==> src/rtl/muldiv_unit_if.sv <==
// rtl/muldiv_unit_if.sv - request/response bundle of the iterative multiply/divide unit
// Purpose: groups the execute-stage handshake and operand/result signals.
// Signals:
//   start  : request, taken only when the unit is idle
//   kill   : synchronous abort (pipeline flush)
//   funct3 : RV32M operation select
//   A, B   : rs1 / rs2 operands
//   busy   : unit is not idle (stalls execute)
//   done   : one-cycle completion pulse
//   result : registered result, held until the next done
// Modports: master = execute-stage driver, slave = muldiv_unit.
interface muldiv_unit_if #(
   parameter int XLEN = 32
);
   logic            start;
   logic            kill;
   logic [2:0]      funct3;
   logic [XLEN-1:0] A;
   logic [XLEN-1:0] B;
   logic            busy;
   logic            done;
   logic [XLEN-1:0] result;

   modport master (
      output start, kill, funct3, A, B,
      input  busy, done, result
   );

   modport slave (
      input  start, kill, funct3, A, B,
      output busy, done, result
   );
endinterface

==> src/rtl/muldiv_unit.sv <==
// rtl/muldiv_unit.sv - iterative RV32M multiply/divide unit
// Purpose: MUL/MULH/MULHSU/MULHU/DIV/DIVU/REM/REMU with a 32-iteration
// shift-add multiplier and restoring divider on operand magnitudes.
// Ports:
//   clk   : rising-edge clock
//   rst_n : asynchronous active-low reset
//   bus   : muldiv_unit_if slave (start/kill/funct3/A/B in, busy/done/result out)
module muldiv_unit #(
   parameter int XLEN = 32
) (
   input  logic           clk,
   input  logic           rst_n,
   muldiv_unit_if.slave   bus
);
   typedef enum logic [1:0] {IDLE, PREP, RUN, FIX} state_t;

   state_t            state_q, state_d;
   logic [4:0]        cnt_q;
   logic [2:0]        op_q;
   logic [XLEN-1:0]   a_q, b_q;      // latched operands, magnitudes after PREP
   logic              neg_a_q, neg_b_q;
   logic [2*XLEN-1:0] prod_q;
   logic [XLEN-1:0]   quo_q, rem_q;
   logic [XLEN-1:0]   result_q;
   logic              done_q;

   // Operand signedness and special-case detection, evaluated in PREP
   logic signed_a, signed_b, neg_a_c, neg_b_c;
   logic b_zero, ovf, special;

   always_comb begin
      signed_a = (op_q == 3'b001) || (op_q == 3'b010) || (op_q == 3'b100) || (op_q == 3'b110);
      signed_b = (op_q == 3'b001) || (op_q == 3'b100) || (op_q == 3'b110);
      neg_a_c  = signed_a && a_q[XLEN-1];
      neg_b_c  = signed_b && b_q[XLEN-1];
      b_zero   = (b_q == '0);
      // signed overflow only exists for DIV/REM (funct3[0]=0)
      ovf      = !op_q[0] && (a_q == {1'b1, {(XLEN-1){1'b0}}}) && (b_q == '1);
      special  = op_q[2] && (b_zero || ovf);
   end

   // Iteration datapaths
   logic [XLEN:0]     mul_sum;
   logic [XLEN:0]     div_shift;
   logic              div_fits;

   always_comb begin
      mul_sum   = {1'b0, prod_q[2*XLEN-1:XLEN]} + {1'b0, (prod_q[0] ? a_q : '0)};
      // dividend bits are consumed MSB first: bit 31-cnt == bit ~cnt
      div_shift = {rem_q, a_q[~cnt_q]};
      div_fits  = (div_shift >= {1'b0, b_q});
   end

   // Sign correction and output selection for FIX
   logic [2*XLEN-1:0] prod_fix;
   logic [XLEN-1:0]   quo_fix, rem_fix, sel_fix;

   always_comb begin
      prod_fix = (neg_a_q ^ neg_b_q) ? -prod_q : prod_q;
      quo_fix  = (neg_a_q ^ neg_b_q) ? -quo_q : quo_q;
      rem_fix  = neg_a_q ? -rem_q : rem_q;
      case (op_q)
         3'b000:                 sel_fix = prod_fix[XLEN-1:0];
         3'b001, 3'b010, 3'b011: sel_fix = prod_fix[2*XLEN-1:XLEN];
         3'b100, 3'b101:         sel_fix = quo_fix;
         default:                sel_fix = rem_fix;
      endcase
   end

   // Next-state logic; kill overrides every transition and blocks start
   always_comb begin
      state_d = state_q;
      if (bus.kill) begin
         state_d = IDLE;
      end else begin
         case (state_q)
            IDLE:    if (bus.start) state_d = PREP;
            PREP:    state_d = special ? FIX : RUN;
            RUN:     if (cnt_q == 5'd31) state_d = FIX;
            FIX:     state_d = IDLE;
            default: state_d = IDLE;
         endcase
      end
   end

   always_ff @(posedge clk or negedge rst_n) begin
      if (!rst_n) state_q <= IDLE;
      else        state_q <= state_d;
   end

   always_ff @(posedge clk or negedge rst_n) begin
      if (!rst_n) begin
         cnt_q    <= '0;
         op_q     <= '0;
         a_q      <= '0;
         b_q      <= '0;
         neg_a_q  <= 1'b0;
         neg_b_q  <= 1'b0;
         prod_q   <= '0;
         quo_q    <= '0;
         rem_q    <= '0;
         result_q <= '0;
         done_q   <= 1'b0;
      end else begin
         done_q <= 1'b0;
         if (!bus.kill) begin
            case (state_q)
               IDLE: begin
                  if (bus.start) begin
                     op_q <= bus.funct3;
                     a_q  <= bus.A;
                     b_q  <= bus.B;
                  end
               end
               PREP: begin
                  a_q     <= neg_a_c ? -a_q : a_q;
                  b_q     <= neg_b_c ? -b_q : b_q;
                  // multiplier sits in the low half and shifts out LSB first
                  prod_q  <= {{XLEN{1'b0}}, (neg_b_c ? -b_q : b_q)};
                  cnt_q   <= '0;
                  neg_a_q <= neg_a_c;
                  neg_b_q <= neg_b_c;
                  quo_q   <= '0;
                  rem_q   <= '0;
                  // preset answers bypass sign correction
                  if (special) begin
                     neg_a_q <= 1'b0;
                     neg_b_q <= 1'b0;
                     if (b_zero) begin
                        quo_q <= '1;
                        rem_q <= a_q;
                     end else begin
                        quo_q <= {1'b1, {(XLEN-1){1'b0}}};
                     end
                  end
               end
               RUN: begin
                  cnt_q <= cnt_q + 5'd1;
                  if (!op_q[2]) begin
                     prod_q <= {mul_sum, prod_q[XLEN-1:1]};
                  end else if (div_fits) begin
                     rem_q <= div_shift[XLEN-1:0] - b_q;
                     quo_q <= {quo_q[XLEN-2:0], 1'b1};
                  end else begin
                     rem_q <= div_shift[XLEN-1:0];
                     quo_q <= {quo_q[XLEN-2:0], 1'b0};
                  end
               end
               FIX: begin
                  result_q <= sel_fix;
                  done_q   <= 1'b1;
               end
               default: ;
            endcase
         end
      end
   end

   assign bus.busy   = (state_q != IDLE);
   assign bus.done   = done_q;
   assign bus.result = result_q;
endmodule

==> src/flat_wrapper.sv <==
// flat-port wrapper written by rule: the top's interface ports become plain ports
module muldiv_unit_flat 
#(
   parameter int XLEN = 32
)
  (clk, rst_n, bus_start, bus_kill, bus_funct3, bus_A, bus_B, bus_busy, bus_done, bus_result);
  muldiv_unit_if #(.XLEN(XLEN)) bus_i ();
  input  logic clk;
  input  logic rst_n;
  input wire logic [$bits(bus_i.start)-1:0] bus_start;
  input wire logic [$bits(bus_i.kill)-1:0] bus_kill;
  input wire logic [$bits(bus_i.funct3)-1:0] bus_funct3;
  input wire logic [$bits(bus_i.A)-1:0] bus_A;
  input wire logic [$bits(bus_i.B)-1:0] bus_B;
  output wire logic [$bits(bus_i.busy)-1:0] bus_busy;
  output wire logic [$bits(bus_i.done)-1:0] bus_done;
  output wire logic [$bits(bus_i.result)-1:0] bus_result;
  assign bus_i.start = bus_start;
  assign bus_i.kill = bus_kill;
  assign bus_i.funct3 = bus_funct3;
  assign bus_i.A = bus_A;
  assign bus_i.B = bus_B;
  assign bus_busy = bus_i.busy;
  assign bus_done = bus_i.done;
  assign bus_result = bus_i.result;
  muldiv_unit #(.XLEN(XLEN)) u_core (.clk(clk), .rst_n(rst_n), .bus(bus_i));
endmodule
==> config.mk <==
export PLATFORM = sky130hd
export DESIGN_NAME = muldiv_unit_flat
export DESIGN_NICKNAME = d
export VERILOG_FILES = /design/src/rtl/muldiv_unit_if.sv /design/src/rtl/muldiv_unit.sv /design/src/flat_wrapper.sv
export SDC_FILE = /design/constraint.sdc
export NUM_CORES = 1
export LEC_CHECK = 0
export ABC_AREA = 0
export CORE_MARGIN = 1.5
export CORE_UTILIZATION = 62
export CTS_CLUSTER_DIAMETER = 120
export CTS_CLUSTER_SIZE = 24
export DETAILED_ROUTE_END_ITERATION = 16
export PLACE_DENSITY = 0.93
export REMOVE_ABC_BUFFERS = 1
export SLEW_MARGIN = 25
export SYNTH_ARGS = -nofsm -noshare
export SYNTH_HDL_FRONTEND = slang
export SYNTH_SLANG_ARGS = --single-unit
==> constraint.sdc <==
create_clock -name clk -period 5.2 [get_ports clk]
set_input_delay 1.04 -clock clk [delete_from_list [all_inputs] [get_ports clk]]
set_output_delay 1.04 -clock clk [all_outputs]
set_load 0.01 [all_outputs]
==> flow_summary_export.csv <==
group,metric,value,unit
synth,ys_seq_elements,237,
setup_path,required,5580,ps
route,drt-initial-drc-count,2644,
route,routed-via-count,19400,
sta,period_share,92.6,%
floorplan,io_pins,105,
synth,synth_edf_count,0,
sta,max_freq,208,MHz
clocking,cts_setup_buffers,0,
place,place_congestion,1.05,
synth,synth_ff_type,"dfrtp_1",
final_layout,most-common-layout-cells,"nand2_1, a21oi_1, dfrtp_1, o21ai_0, nor2_1",
sta,hold_violations,0,
synth,synth_area_leader_cell,"dfrtp_1",
clocking,clk_pin_slew,110,ps
sta,setup_viol,0,
worst_hold_path,hold_class,"input port to asynchronous set/reset pin",
synth,syn_area,19000,sq um
power,p_int,7.39,mW
route,drt-total-wl,66500,um
clocking,clk_latency,510,ps
power,worst_ir_drop_vdd,0.478,mV
clocking,cts_max_path_buffers,3,
setup_path,timing.rr.end,"u_core.rem_q[10]",
setup_path,r2r_cells,15,
floorplan,core-area,29900,sq um
clocking,tritoncts,"built",
global_route,antenna_found_initial,1,
power,p_switching,9.13,mW
place,dp_hpwl,49600,um
final_layout,layout_commonest_cell,"nand2_1",
clocking,cts_resized,0,
sta,tightest_slew,1040,ps
sta,skew,17.9,ps
sta,layout_min_cycle_time,4820,ps
final_layout,drive_gt1_share,4.87,%
place,port_buffers,104,
final_layout,synthToLayoutAreaGrowth,8.12,%
synth,synthArstFlopShare,100,%
synth,ys.warnings.count,0,
floorplan,die_w,178,um
synth,synth_cell_types,77,
final_layout,diodes,0,
route,route.detailed.drc,0,
floorplan,initial_utilization,63.5,%
sta,holdWs,429,ps
synth,synth_top_area_share,31.3,%
final_layout,post_layout_nonfiller_instances,2771,
clocking,cts_buffers,13,
setup_path,endpoint_kind,"register",
global_route,grt_pass1_vias,17700,
synth,yosysSeqAreaShare,31.3,%
power,power.share.clock,6.6,%
power,p_seq_share,25.2,%
route,via_per_inst,6.99,
clocking,holdBufCountCts,0,
global_route,grt-ovfl-total,0,
setup_path,startpoint_type,"register",
place,place_inst,2757,
route,postRouteAntennaNets,0,
power,leakage,8.52,nW
sta,relSlewSlack,30.0,%
final_layout,fin_area,20500,sq um
power,switching_share,55.3,%
route,routedWlPerCell,24.0,um
final_layout,nNetsFinal,2532,
sta,rsz0062_at_grt,"no",
clocking,cts-root-buf,"clkbuf_16",
synth,synth_cells,2388,
run,maxCapViolations,0,
floorplan,rows,63,
run_status,outcome,"finished clean",
synth,syn_area_per_cell,7.94,sq um
synth,synth_area_leaders,"dfrtp_1, a21oi_1, o21ai_0",
clocking,cts.sink_count,237,
setup_path,worstSetupPathType,"register to register",
setup_path,cp_max_fo,43,
global_route,grt_max_degree,125,
floorplan,dieArea,31600,sq um
final_layout,num-fill-cells,2467,
setup_path,r2r-start,"u_core.cnt_q[0]",
place,place_area,20200,sq um
power,p_per_area,806,nW/um^2
global_route,grt_usage,41.7,%
setup_path,r2r_slack,380,ps
floorplan,fp.dieH,178,um
clocking,cts_max_level,1,
global_route,grt_pass1_wl,101000,um
power,combPwrFrac,68.1,%
route,dr.pass1.iters,8,
sta,drv_slew,0,
setup_path,cp_data_arrival_time,5200,ps
==> per-layer routing <==
layer / GRT usage [%] / up-vias / share of wire, %
met5: 0 / - / 0.012
met4: 20.6 / 2 / 5.9
met3: 8.72 / 260 / 11
met2: 65.8 / 1246 / 45
met1: 54.4 / 9200 / 38
li1: - / 8653 / -
==> layout make-up <==
type / instances / area, sq um / area share (%)
clock buffer: 13 / 325 / 1.59
clock inverter: 1 / 5.00 / 0.0244
inverter: 78 / 293 / 1.43
multi-input combinational: 1917 / 12100 / 59.3
sequential: 237 / 5930 / 28.9
tap: 390 / 488 / 2.38
timing repair buffer: 135 / 1310 / 6.38
==> critical path, stage by stage (launching register included) <==
cell and delay [ps]:
dfrtp_1 520, buf_4 240, mux4_2 520, mux4_2 470
mux2i_1 330, ha_1 240, nand3b_1 130, a211oi_1 120
o211ai_1 310, nand4_1 150, a221oi_1 540, a22oi_2 80
buf_4 320, mux2_2 340, a221oi_1 280, nor2_1 80
==> cell usage after synthesis, types with 44 or more instances <==
cell type / instances
a21oi_1: 246
clkbuf_1: 123
dfrtp_1: 237
ha_1: 77
inv_1: 77
nand2_1: 272
nor2_1: 193
nor3_1: 44
o21ai_0: 216
o22ai_1: 61
xnor2_1: 107
xor2_1: 89
==> sequential cells by signal, summed over array words and instances, names as in the netlist <==
register / flops
u_core.prod_q: 64
u_core.quo_q: 32
u_core.b_q: 32
u_core.a_q: 32
u_core.neg_a_q: 1
u_core.op_q: 3
u_core.cnt_q: 5
u_core.rem_q: 32
u_core.state_q: 2
u_core.bus.result: 32
u_core.bus.done: 1
u_core.neg_b_q: 1
==> kinds of logic after synthesis <==
kind of cell | count (synthesis) | synth area share [%]
compound gates | 820 | 26.2
simple gates | 761 | 19.2
flops | 237 | 31.3
buf+inv | 234 | 4.94
xor+xnor | 196 | 9.05
fa+ha+maj | 79 | 5.29
mux | 61 | 3.98
==> how the worst max path moves through the flow <==
stage	end	depth (start not counted)	startpoint	slack (ps)
floorplan	u_core.a_q[8]	7	u_core.state_q[1]	-2100
global placement	u_core.rem_q[22]	16	u_core.cnt_q[0]	630
detailed placement	u_core.rem_q[10]	15	u_core.cnt_q[0]	460
CTS	u_core.rem_q[10]	15	u_core.cnt_q[0]	420
global route	u_core.rem_q[10]	15	u_core.cnt_q[0]	80
finish	u_core.rem_q[10]	15	u_core.cnt_q[0]	380
==> power groups by stage <==
stage | registers [mW] | logic [mW] | clock network, mW
global route | 4.24 | 12.2 | 1.15
finish | 4.17 | 11.3 | 1.10
CTS | 4.07 | 10.9 | 1.09
detailed placement | 4.11 | 10.9 | 0
floorplan | 3.63 | 7.71 | 0
global placement | 4.04 | 10.6 | 0
==> through the flow <==
stage	worst slack, ps	total power [mW]	TNS, ps	util (%)
2_1_floorplan	-2100	11.3	-93140	-
3_3_place_gp	627	14.7	0	67.5
3_5_place_dp	456	15.0	0	67.5
4_1_cts	418	16.1	0	68.6
5_1_grt	78.2	17.6	0	68.6
6_report	384	16.5	0	68.6
(Power assumes the default switching activity.)
